==> config.mk <==
export PLATFORM = sky130hd
export DESIGN_NAME = twofish_h_sbox
export DESIGN_NICKNAME = d
export VERILOG_FILES = /design/src/rtl/twofish_pkg.sv /design/src/rtl/twofish_q_perm.sv /design/src/rtl/twofish_h_sbox.sv
export SDC_FILE = /design/constraint.sdc
export NUM_CORES = 1
export LEC_CHECK = 0
export ABC_AREA = 1
export ABC_CLOCK_PERIOD_IN_PS = 3070
export BUFFER_PORTS_ARGS = -buffer_cell sky130_fd_sc_hd__buf_2
export CORE_MARGIN = 2
export CORE_UTILIZATION = 50
export CTS_CLUSTER_SIZE = 14
export DETAILED_ROUTE_END_ITERATION = 12
export GPL_TIMING_DRIVEN = 1
export PLACE_DENSITY = 0.76
export SLEW_MARGIN = 0
export SYNTH_ARGS = -nofsm -noshare
export SYNTH_HDL_FRONTEND = slang
export SYNTH_SLANG_ARGS = --single-unit
==> constraint.sdc <==
create_clock -name clk -period 3.07 [get_ports clk]
set_clock_uncertainty 0.2 [all_clocks]
set_input_delay 0.1535 -clock clk [delete_from_list [all_inputs] [get_ports clk]]
set_output_delay 0.1535 -clock clk [all_outputs]
set_load 0.1 [all_outputs]
==> src/rtl/twofish_pkg.sv <==
// Shared Twofish definitions: q-permutation nibble tables, FSM state
// encoding and per-layer q-select patterns for the h-function S-boxes.
package twofish_pkg;

    typedef enum logic [2:0] {
        ST_IDLE = 3'd0,
        ST_L0   = 3'd1,
        ST_L1   = 3'd2,
        ST_L2   = 3'd3,
        ST_DONE = 3'd4
    } state_t;

    // Bit j selects the q for byte lane j: 0 = q0, 1 = q1.
    localparam logic [3:0] SEL_L0 = 4'b1010;
    localparam logic [3:0] SEL_L1 = 4'b1100;
    localparam logic [3:0] SEL_L2 = 4'b0101;

    localparam logic [3:0] Q0_T0 [16] = '{
        4'h8, 4'h1, 4'h7, 4'hD, 4'h6, 4'hF, 4'h3, 4'h2,
        4'h0, 4'hB, 4'h5, 4'h9, 4'hE, 4'hC, 4'hA, 4'h4};
    localparam logic [3:0] Q0_T1 [16] = '{
        4'hE, 4'hC, 4'hB, 4'h8, 4'h1, 4'h2, 4'h3, 4'h5,
        4'hF, 4'h4, 4'hA, 4'h6, 4'h7, 4'h0, 4'h9, 4'hD};
    localparam logic [3:0] Q0_T2 [16] = '{
        4'hB, 4'hA, 4'h5, 4'hE, 4'h6, 4'hD, 4'h9, 4'h0,
        4'hC, 4'h8, 4'hF, 4'h3, 4'h2, 4'h4, 4'h7, 4'h1};
    localparam logic [3:0] Q0_T3 [16] = '{
        4'hD, 4'h7, 4'hF, 4'h4, 4'h1, 4'h2, 4'h6, 4'hE,
        4'h9, 4'hB, 4'h3, 4'h0, 4'h8, 4'h5, 4'hC, 4'hA};

    localparam logic [3:0] Q1_T0 [16] = '{
        4'h2, 4'h8, 4'hB, 4'hD, 4'hF, 4'h7, 4'h6, 4'hE,
        4'h3, 4'h1, 4'h9, 4'h4, 4'h0, 4'hA, 4'hC, 4'h5};
    localparam logic [3:0] Q1_T1 [16] = '{
        4'h1, 4'hE, 4'h2, 4'hB, 4'h4, 4'hC, 4'h3, 4'h7,
        4'h6, 4'hD, 4'hA, 4'h5, 4'hF, 4'h9, 4'h0, 4'h8};
    localparam logic [3:0] Q1_T2 [16] = '{
        4'h4, 4'hC, 4'h7, 4'h5, 4'h1, 4'h6, 4'h9, 4'hA,
        4'h0, 4'hE, 4'hD, 4'h8, 4'h2, 4'hB, 4'h3, 4'hF};
    localparam logic [3:0] Q1_T3 [16] = '{
        4'hB, 4'h9, 4'h5, 4'h1, 4'hC, 4'h3, 4'hD, 4'hE,
        4'h6, 4'h4, 4'h7, 4'hF, 4'h2, 4'h0, 4'h8, 4'hA};

    function automatic logic [3:0] ror4(input logic [3:0] v);
        return {v[0], v[3:1]};
    endfunction

endpackage

==> src/rtl/twofish_q_perm.sv <==
// Combinational Twofish q0/q1 byte permutation built from the
// nibble network; sel=0 gives q0, sel=1 gives q1.
module twofish_q_perm
    import twofish_pkg::*;
(
    input  logic       sel,
    input  logic [7:0] d,
    output logic [7:0] q
);

    logic [3:0] a0, b0, a1, b1, a2, b2, a3, b3, a4, b4;

    always_comb begin
        a0 = d[7:4];
        b0 = d[3:0];
        a1 = a0 ^ b0;
        b1 = a0 ^ ror4(b0) ^ {a0[0], 3'b000};
        a2 = sel ? Q1_T0[a1] : Q0_T0[a1];
        b2 = sel ? Q1_T1[b1] : Q0_T1[b1];
        a3 = a2 ^ b2;
        b3 = a2 ^ ror4(b2) ^ {a2[0], 3'b000};
        a4 = sel ? Q1_T2[a3] : Q0_T2[a3];
        b4 = sel ? Q1_T3[b3] : Q0_T3[b3];
    end

    assign q = {b4, a4};

endmodule

==> src/rtl/twofish_h_sbox.sv <==
// Iterative k=2 Twofish h-function S-box stage: one q layer per cycle,
// result held in DONE until the downstream MDS block takes it.
module twofish_h_sbox
    import twofish_pkg::*;
(
    input  logic        clk,
    input  logic        rst,
    input  logic        in_valid,
    output logic        in_ready,
    input  logic [31:0] in_x,
    input  logic [31:0] in_l0,
    input  logic [31:0] in_l1,
    output logic        out_valid,
    input  logic        out_ready,
    output logic [31:0] out_y
);

    state_t      state;
    logic [31:0] work;
    logic [31:0] key0;
    logic [31:0] key1;
    logic [31:0] lane;
    logic [3:0]  sel;
    logic        accept;

    assign in_ready = ~rst & ((state == ST_IDLE) |
                              ((state == ST_DONE) & out_ready));
    assign accept    = in_valid & in_ready;
    assign out_valid = (state == ST_DONE);
    assign out_y     = work;

    always_comb begin
        sel = 4'b0000;
        unique case (state)
            ST_L0:   sel = SEL_L0;
            ST_L1:   sel = SEL_L1;
            ST_L2:   sel = SEL_L2;
            default: sel = 4'b0000;
        endcase
    end

    for (genvar j = 0; j < 4; j++) begin : g_lane
        twofish_q_perm u_q (
            .sel (sel[j]),
            .d   (work[8*j +: 8]),
            .q   (lane[8*j +: 8])
        );
    end

    always_ff @(posedge clk) begin
        if (rst) begin
            state <= ST_IDLE;
            work  <= 32'h0;
            key0  <= 32'h0;
            key1  <= 32'h0;
        end else begin
            unique case (state)
                ST_IDLE: begin
                    if (accept) begin
                        work  <= in_x;
                        key0  <= in_l0;
                        key1  <= in_l1;
                        state <= ST_L0;
                    end
                end
                ST_L0: begin
                    work  <= lane ^ key1;
                    state <= ST_L1;
                end
                ST_L1: begin
                    work  <= lane ^ key0;
                    state <= ST_L2;
                end
                ST_L2: begin
                    work  <= lane;
                    state <= ST_DONE;
                end
                ST_DONE: begin
                    // accept implies out_ready, so the result is consumed here
                    if (accept) begin
                        work  <= in_x;
                        key0  <= in_l0;
                        key1  <= in_l1;
                        state <= ST_L0;
                    end else if (out_ready) begin
                        state <= ST_IDLE;
                    end
                end
                default: state <= ST_IDLE;
            endcase
        end
    end

endmodule

# == Word level (Yosys, flattened, before mapping) ==
# Memories as Yosys holds them, arrays and structs flattened.
# Index checks and enable logic that the tools add are counted.
# totals
ff_bits,99
mem_bits_ro,2048
inputBits,100
out_inout_bits,34
elab_cells,199
memories,32
# op_classes
n_lt_le_gt_ge,16
n_eq_ne,7
n_mux,87
bitwise,47
n_reduce_logical,6
# mem_list
name,depth,width,rd,rd_clocked_by_memory_dff,wr,line,rtl
(name not given),16,4,1,0,0,twofish_q_perm.sv:22,a4 = sel ? Q1_T2[a3] : Q0_T2[a3];
(name not given),16,4,1,0,0,twofish_q_perm.sv:23,b4 = sel ? Q1_T3[b3] : Q0_T3[b3];
(name not given),16,4,1,0,0,twofish_q_perm.sv:23,
(name not given),16,4,1,0,0,twofish_q_perm.sv:18,a2 = sel ? Q1_T0[a1] : Q0_T0[a1];
(name not given),16,4,1,0,0,twofish_q_perm.sv:18,
(name not given),16,4,1,0,0,twofish_q_perm.sv:19,b2 = sel ? Q1_T1[b1] : Q0_T1[b1];
26 more memories,n/a,n/a,n/a,n/a,n/a,n/a,
# ops
operator,n
$mux W4,80
$pmux W32 S4,1
$xor A4 B4 Y4,24
$ge A5 B5 Y1 const B,16
$not A4 Y5,16
$xor A32 B32 Y32,2
$mux W32,1
$pmux W3 S5,1
$pmux W4 S3,1
$mux W3,3
$eq A3 B2 Y1 const B,2
$reduce_and A2 Y1,3
$reduce_bool A4 Y1,1
$and A1 B1 Y1,3
$eq A3 B1 Y1 const B,1
$eq A3 B3 Y1 const B,1
$logic_not A3 Y1,1
$ne A3 B1 Y1 const B,1
$ne A2 B1 Y1 const B,1
$ne A2 B2 Y1 const B,1
$reduce_or A2 Y1,1
$not A1 Y1,1
$or A1 B1 Y1,1

# == Logic depth before layout (Yosys ltp) ==
# Gate-level depths: netlist of the first run.
# depth
depth_word,16
mapped_depth,25
mapped_depth_nobuf,25

# == Modules after synthesis ==
# Synthesis of the first run repeated with hierarchy kept, for this count alone.
# hier_totals
cells_unflattened,2312
hier_area_um2,12908.6
# modules_own_cells
module,instances,cells_each,area_per_inst_um2,seq_area_each_um2
twofish_q_perm (g_lane[1].u_q ...),3,367,1876.8,0.0
twofish_h_sbox,1,832,5387.7,1981.9
twofish_q_perm (g_lane[0].u_q),1,379,1890.6,0.0

# == Worst setup path before layout of the first run ==
# OpenSTA, ideal clock, no wires.
# synth_path
kind,reg2reg
from,register state[0]
to,"register work[19], in the netlist out_y[19]"
setup_time_ns,0.123
t_arrival_ns,4.359
t_required_ns,2.747
path_slack_ns,-1.612
stages_incl_launch_ff,12
n_path_buf,1
synth_period_minus_slack_ns,4.682
cell_sequence,dfxtp_1 nor2_2 inv_1 nor3_1 nand2_1 a21boi_2 inv_2 clkbuf_1 a21oi_1 o21ai_1 inv_1 a21oi_1
# synth_between
word_cells_on_any_way,28
classes_between,5 x eq/ne; 9 x mux; 8 x bitwise; 4 x reduce/logical; 2 x memory
# synth_rtl
item,line,rtl
from (decl),twofish_h_sbox.sv:18,state_t state;
from (signal assigned),twofish_h_sbox.sv:52,state <= ST_IDLE;
from (signal assigned),twofish_h_sbox.sv:63,state <= ST_L0;
from (signal assigned),twofish_h_sbox.sv:68,state <= ST_L1;
$eq A3 B3 Y1,twofish_h_sbox.sv:27,((state == ST_DONE) & out_ready));
$and A1 B1 Y1,twofish_h_sbox.sv:27,
$or A1 B1 Y1 (*),twofish_h_sbox.sv:26,assign in_ready = ~rst & ((state == ST_IDLE) |
$and A1 B1 Y1 (*),twofish_h_sbox.sv:26,
via in_ready,twofish_h_sbox.sv:9,"output logic in_ready,"
$and A1 B1 Y1 (*),twofish_h_sbox.sv:28,assign accept = in_valid & in_ready;
$ne A2 B1 Y1 (no source line) (*),n/a,
$reduce_and A2 Y1 (no source line) (*),n/a,
to (signal assigned),twofish_h_sbox.sv:60,work <= in_x;
to (signal assigned),twofish_h_sbox.sv:67,work <= lane ^ key1;
to (signal assigned),twofish_h_sbox.sv:71,work <= lane ^ key0;
to (decl),twofish_h_sbox.sv:19,logic [31:0] work;
# Mark *: on every way through the listed nets, which the timed path passes. The rest lies on a longest branch. The select of a mux whose other input is x is not followed.
# A chain may end at the register's enable or synchronous reset.

# == Final worst setup path of the first run ==
# layout_path
from,"register work[18], in the netlist out_y[18]"
to,"register work[21], in the netlist out_y[21]"
# layout_between
elab_chain_len,16
word_cells_on_any_way,32
classes_between,16 x mux; 10 x bitwise; 6 x memory
# layout_lines
item,line,rtl
$xor A4 B4 Y4 (2 in series),twofish_q_perm.sv:17,"b1 = a0 ^ ror4(b0) ^ {a0[0], 3'b000};"
$not A4 Y5 (implied by the code),twofish_q_perm.sv:19,
$mem_v2 Z16 W4,n/a,
$mux W4 (implied by the code) (2 in series),twofish_q_perm.sv:19,
$mux W4,twofish_q_perm.sv:19,
$xor A4 B4 Y4,twofish_q_perm.sv:21,"b3 = a2 ^ ror4(b2) ^ {a2[0], 3'b000};"
$xor A4 B4 Y4 (*),twofish_q_perm.sv:21,
$not A4 Y5 (implied by the code) (*),twofish_q_perm.sv:23,
$mem_v2 Z16 W4,n/a,
$mux W4 (implied by the code) (2 in series),twofish_q_perm.sv:23,
$mux W4 (*),twofish_q_perm.sv:23,
"$xor A32 B32 Y32, on equally long branches","twofish_h_sbox.sv:71, twofish_h_sbox.sv:67",
$pmux W32 S4 (*),twofish_h_sbox.sv:57,unique case (state)
# Every way passes the cells marked *; elsewhere a longest branch is shown, timed or not. The select of a mux whose other input is x is not followed.

==> flow_metrics.tcl, run 1 <==
set metrics [dict create \
    path_max_fanout 6 \
    synth_top_area_share_pct 32.0 \
    layout_common_cells "nand2_1, nand3_1, inv_1, buf_2, nand2_2" \
    min_from "in_x[27]" \
    crit_path_max_incr_delay_ns 0.40 \
    critPathRequiredTime_ns 3.16 \
    pin_count 134 \
    placed_cells 2631 \
    antenna_left 0 \
    grt_pass1_vias 13100 \
    fmax_ghz 0.332 \
    crit_path_start_kind "register" \
    finish.utilization_pct 66.0 \
    min_path_type "input pin to register" \
    critPathSlowestCell "dfxtp_4" \
    arrival_ns 3.11 \
    drive_above_1_share_pct 22.4 \
    setup_ws_ns 0.0567 \
    place_hpwl_um 28200 \
    drv_slew 0 \
    clkSinkCount 99 \
    die-area_um2 24900 \
    first_pass_iters 6 \
    setup_violations 0 \
    avgSynthCellArea_um2 5.38 \
    setup_tns_ns 0 \
    rows 56 \
    worst_slew_pin_slew_ns 0.746 \
    ys_top_cells_by_area "nand2_1, dfxtp_1, nand3_1" \
    grt_max_degree 99 \
    vias 15200 \
    initialDrtViolationCount 1523 \
    cap_violations 0 \
    track_usage_pct 30.3 \
    die_w_um 158 \
    holdWs_ns -0.0167 \
    final_hold_viol_count 1 \
    crit_chain "inv_1 -> nand2_1 -> nand2_4 -> ha_1 -> o21ai_1 -> nand2_1 -> nand3_2 -> buf_4 -> nand3_1 -> nand2_2 -> ha_2 -> inv_1 -> nand2_1 -> nand2_1 -> nand2_1 -> nand2_1 -> nand2_1 -> nand2_1 -> nand2_1 -> nand3_1 -> a21oi_2" \
    clockRootBuffer "clkbuf_16" \
    synth_largest_area_cell "nand2_1" \
    fp.dieH_um 158 \
    wl_met3_um 3070 \
    clockBufferDepth 2 \
    synth_seq_area_share_pct 16.8 \
    highest_layer "met4" \
    clk_latency_ns 0.37 \
    fin_nets 2641 \
    crit_top_cell "nand2_1" \
    area_growth_pct 30.3 \
    start_util_pct 50.7 \
    cp_num_buf_inv 3 \
    layout_commonest_cell "nand2_1" \
    cts_max_level 3 \
    regToRegStartpoint "out_y[18]" \
    ys_types 30 \
    crit_family "simple AND/OR/NAND/NOR gates" \
    route.detailed.wl_per_inst_um 14.8 \
    fin_crit_ns 3.01 \
    layout_worst_path_cycle_share_pct 98.2 \
    globalplace.congestion 0.976 \
    rsz0062_at_grt "true" \
    grt_pass1_wl_um 61700 \
    overflow 0 \
    stdcell_count 2772 \
    status "finished, violations left" \
    cts_buffers 9 \
    dp_slack_ns -0.0132 \
    portBuffers 133 \
    core_um2 23300 \
    violations "hold timing" \
    vias_per_cell 5.49 \
    synthCells 2195 \
    cts_tree "built" \
    path_clk_slew_ns 0.08 \
    route.met2.wl_um 19200 \
    synth_nets 2391 \
    wl_um 41100 \
    cp-startpoint "out_y[18]" \
    crit_type "register to register" \
    antenna_found_initial 1 \
    wirelength_met1_um 17200 \
    drc 0 \
    yosys_register_bits 99 \
    end_kind "register" \
    yosysWarningCount 0 \
    maxSlewHeadroom_pct 49.7 \
    syn-cell-area_um2 11800 \
]
[stage by stage]
| stage | hold slack, ns | area (um^2) |
|---|---|---|
| finish | -0.0167 | 15400 |
| CTS | 0.00185 | 14300 |
| floorplan | 0.0226 | 11900 |
| global placement | 0.147 | 13100 |
| global route | 0.0218 | 15400 |
| detailed placement | 0.151 | 13100 |
[layout make-up]
cell class	count	area [um^2]
tap	319	399
sequential	99	2080
timing repair buffer	302	2170
clock buffer	9	225
fill	2116	7930
inverter	230	886
antenna	3	7.51
multi-input combinational	1802	9530
timing repair inverter	1	5.00
clock inverter	7	91.3
[tightest hold or removal path, cell delays in order]
cell     delay [ns]
buf_2          0.09
nand2_1        0.06
nand2_1        0.07
a21oi_1        0.05
a21oi_2        0.10
[per-layer routing]
metal	track usage [%]	vias to the layer above
met2	50.5	664
li1	-	7504
met3	3.94	116
met4	12.1	0
met5	0	-
met1	39.7	6947
[state kept, by name, indices dropped and copies added, names as in the netlist]
register  flops
state         3
out_y        32
key1         32
key0         32
[kinds of logic after synthesis]
family | after synthesis | share of synthesized area (%)
AO/OA/AOI/OAI | 228 | 9.75
XOR/XNOR | 11 | 1.39
adder cells (fa/ha/maj) | 96 | 10.2
buffers and inverters | 294 | 9.67
flip-flops | 99 | 16.8
AND/OR/NAND/NOR | 1467 | 52.3
[Yosys cell counts]
library cell  number
nor2_1            21
buf_4              3
clkbuf_1          39
nor2_4             3
o211ai_1           2
inv_1            212
nand3_2            4
xnor2_4            2
xor2_1             1
o21ai_1            7
a21boi_2           1
dfxtp_1           99
buf_2             16
a21oi_1          103
xnor2_1            4
xor2_2             4
nand4_1            3
inv_2             18
and3_1             2
buf_6              1
nand3b_1           7
nand2_4            2
ha_1              96
nor3_1             1
nand3_1          382
nand2_2           35
buf_1              5
nor2_2             1
o21ai_0          115
nand2_1         1006
[what timing repair did]
action                                  CTS  global route
endpoints found under the setup margin    8            32
gates resized for setup                   6           231
pin swaps                                 0            53
cloned                                    0             1
endpoints found under the hold margin    83             0
hold buffers                             82             0
setup buffers                             0            39
[path summary, 6_finish.rpt]
| kind | endpoint | slack [ns] | depth (start not counted) |
|---|---|---|---|
| setup / recovery | out_y[21] | 0.06 | 21 |
| hold / removal | out_y[27] | -0.02 | 5 |
| setup reg to reg | out_y[21] | 0.06 | 21 |
| hold reg to reg | key1[4] | 0.25 | 2 |
Power of run 1 is not shown: default switching activity piles up to over one toggle a cycle in this logic, so the estimate is an artifact.
==> inputs of run 2 (changes only) <==
- ABC_CLOCK_PERIOD_IN_PS: 3070 -> 2800
- PLACE_DENSITY: 0.76 -> 0.73
- clock period: 3.07 -> 2.8 ns (I/O delays scaled with it)
==> flow_metrics.tcl, run 2 (synthesis gave the netlist of run 1 again) <==
set metrics [dict create \
    final_area_um2 18900 \
    critPathSlowestCell "dfxtp_4" \
    fmax_ghz 0.339 \
    fin_crit_ns 2.95 \
    cts_buffers 9 \
    stdcell_count 2927 \
    crit_chain "inv_6 -> nand2_4 -> buf_6 -> nand3b_1 -> nand2_4 -> buf_6 -> nand3_4 -> nand3_4 -> nand2_4 -> buf_4 -> nand2_1 -> nand2_2 -> buf_4 -> o21ai_1 -> nand3b_1 -> nand3_1 -> nand3_2 -> a21oi_2" \
    critPathRequiredTime_ns 2.89 \
    final_hold_viol_count 3 \
    cap_violations 0 \
    violations "hold timing, setup timing" \
    maxSlewHeadroom_pct 30.8 \
    crit_family "simple AND/OR/NAND/NOR gates" \
    crit_type "register to register" \
    crit_top_cell "nand2_4" \
    holdWs_ns -0.00598 \
    crit_path_max_incr_delay_ns 0.43 \
    drv_slew 0 \
    clkSinkCount 99 \
    fin_nets 2796 \
    grt_pass1_vias 14100 \
    arrival_ns 3.04 \
    die-area_um2 24900 \
    path_max_fanout 6 \
    dp_slack_ns -0.125 \
    placed_area_um2 14400 \
    area_growth_pct 59.7 \
    route.detailed.wl_per_inst_um 17.0 \
    crit_path_start_kind "register" \
    overflow 0 \
    min_path_type "input pin to register" \
    fp.dieH_um 158 \
    rows 56 \
    start_util_pct 50.7 \
    min_from "in_x[18]" \
    cp-startpoint "out_y[12]" \
    placed_cells 2751 \
    initialDrtViolationCount 1920 \
    core_um2 23300 \
    antenna_left 0 \
    vias 16700 \
    grt_pass1_wl_um 67200 \
    vias_per_cell 5.70 \
    place_hpwl_um 30000 \
    globalplace.congestion 0.920 \
    worst_slew_pin_slew_ns 1.04 \
    antenna_found_initial 2 \
    clk_latency_ns 0.36 \
    path_clk_slew_ns 0.08 \
    cts_max_level 3 \
    first_pass_iters 6 \
    setup_ws_ns -0.148 \
    wl_um 49800 \
    cts_tree "built" \
    cp_num_buf_inv 5 \
    fillerInstances 1529 \
    grt_max_degree 72 \
    portBuffers 133 \
    layout_commonest_cell "nand2_1" \
    regToRegStartpoint "out_y[12]" \
    seq_area_um2 2100 \
    track_usage_pct 33.0 \
    rsz0062_at_grt "true" \
    layout_worst_path_cycle_share_pct 105 \
    drive_above_1_share_pct 40.7 \
    status "finished, violations left" \
    layout_common_cells "nand2_1, nand3_1, nand2_2, buf_4, inv_1" \
    multiInputGateArea_um2 11600 \
    die_w_um 158 \
    pin_count 134 \
    setup_violations 25 \
    clockBufferDepth 2 \
    end_kind "register" \
    clockRootBuffer "clkbuf_16" \
    drc 0 \
]
-- run 2: cell types whose count changed in the layout (fill, tap and decap cells not counted), moves of 27 or more --
cell | before | now
buf_4 | 82 | 195
buf_6 | 2 | 31
ha_1 | 75 | 38
ha_4 | 13 | 40
inv_1 | 186 | 155
nand2_1 | 901 | 725
nand2_2 | 123 | 208
nand2_4 | 19 | 104
nand3_1 | 349 | 246
nand3_2 | 35 | 126
-- run 2: layout make-up --
class / instances / area share [%]
clock inverters: 7 / 0.457
inverters: 230 / 5.12
diodes: 3 / 0.0398
repair buffers: 457 / 18.7
flip-flops and latches: 99 / 11.1
well taps: 319 / 2.11
clock buffers: 9 / 1.19
multi-input cells: 1803 / 61.3
-- run 2: final timing paths --
path          endpoint  slack, ns  cells after the start
max          out_y[10]      -0.15                     18
min          out_y[18]     -0.006                      5
min reg2reg    key1[7]       0.25                      2
max reg2reg  out_y[10]      -0.15                     18
-- run 2: metrics by stage --
stage          setup TNS (ns)  hold slack, ns  util (%)
2_1_floorplan          -0.135         0.00497         -
6_report                -1.62        -0.00598      80.9
3_3_place_gp           -0.947           0.139      61.6
3_5_place_dp            -1.90           0.139      61.6
4_1_cts                     0         0.00344      70.0
5_1_grt                 -5.85          0.0271      80.9
-- run 2: what timing repair did --
item	4_1_cts	5_1_grt
hold buffers	91	0
hold endpoints to repair	92	0
gates resized for setup	144	573
setup endpoints to repair	30	32
buffers inserted	23	44
gates cloned	0	1
pin swaps	75	260
-- run 2: worst reg2reg max path: cells and delay by family (launching register included) --
kind            cells  cell delay [ns]
simple gates       11             1.36
buf+inv             5             0.64
flops               1             0.43
compound gates      2             0.26
-- run 2: layer usage --
layer	wire length [um]	global-route usage [%]	share of wire, %
met1	19600	43.9	39
met2	23600	55.8	47
met3	4400	3.56	8.8
met4	2150	10.3	4.3
met5	0	0	0
Power of run 2 is left out for the same reason.
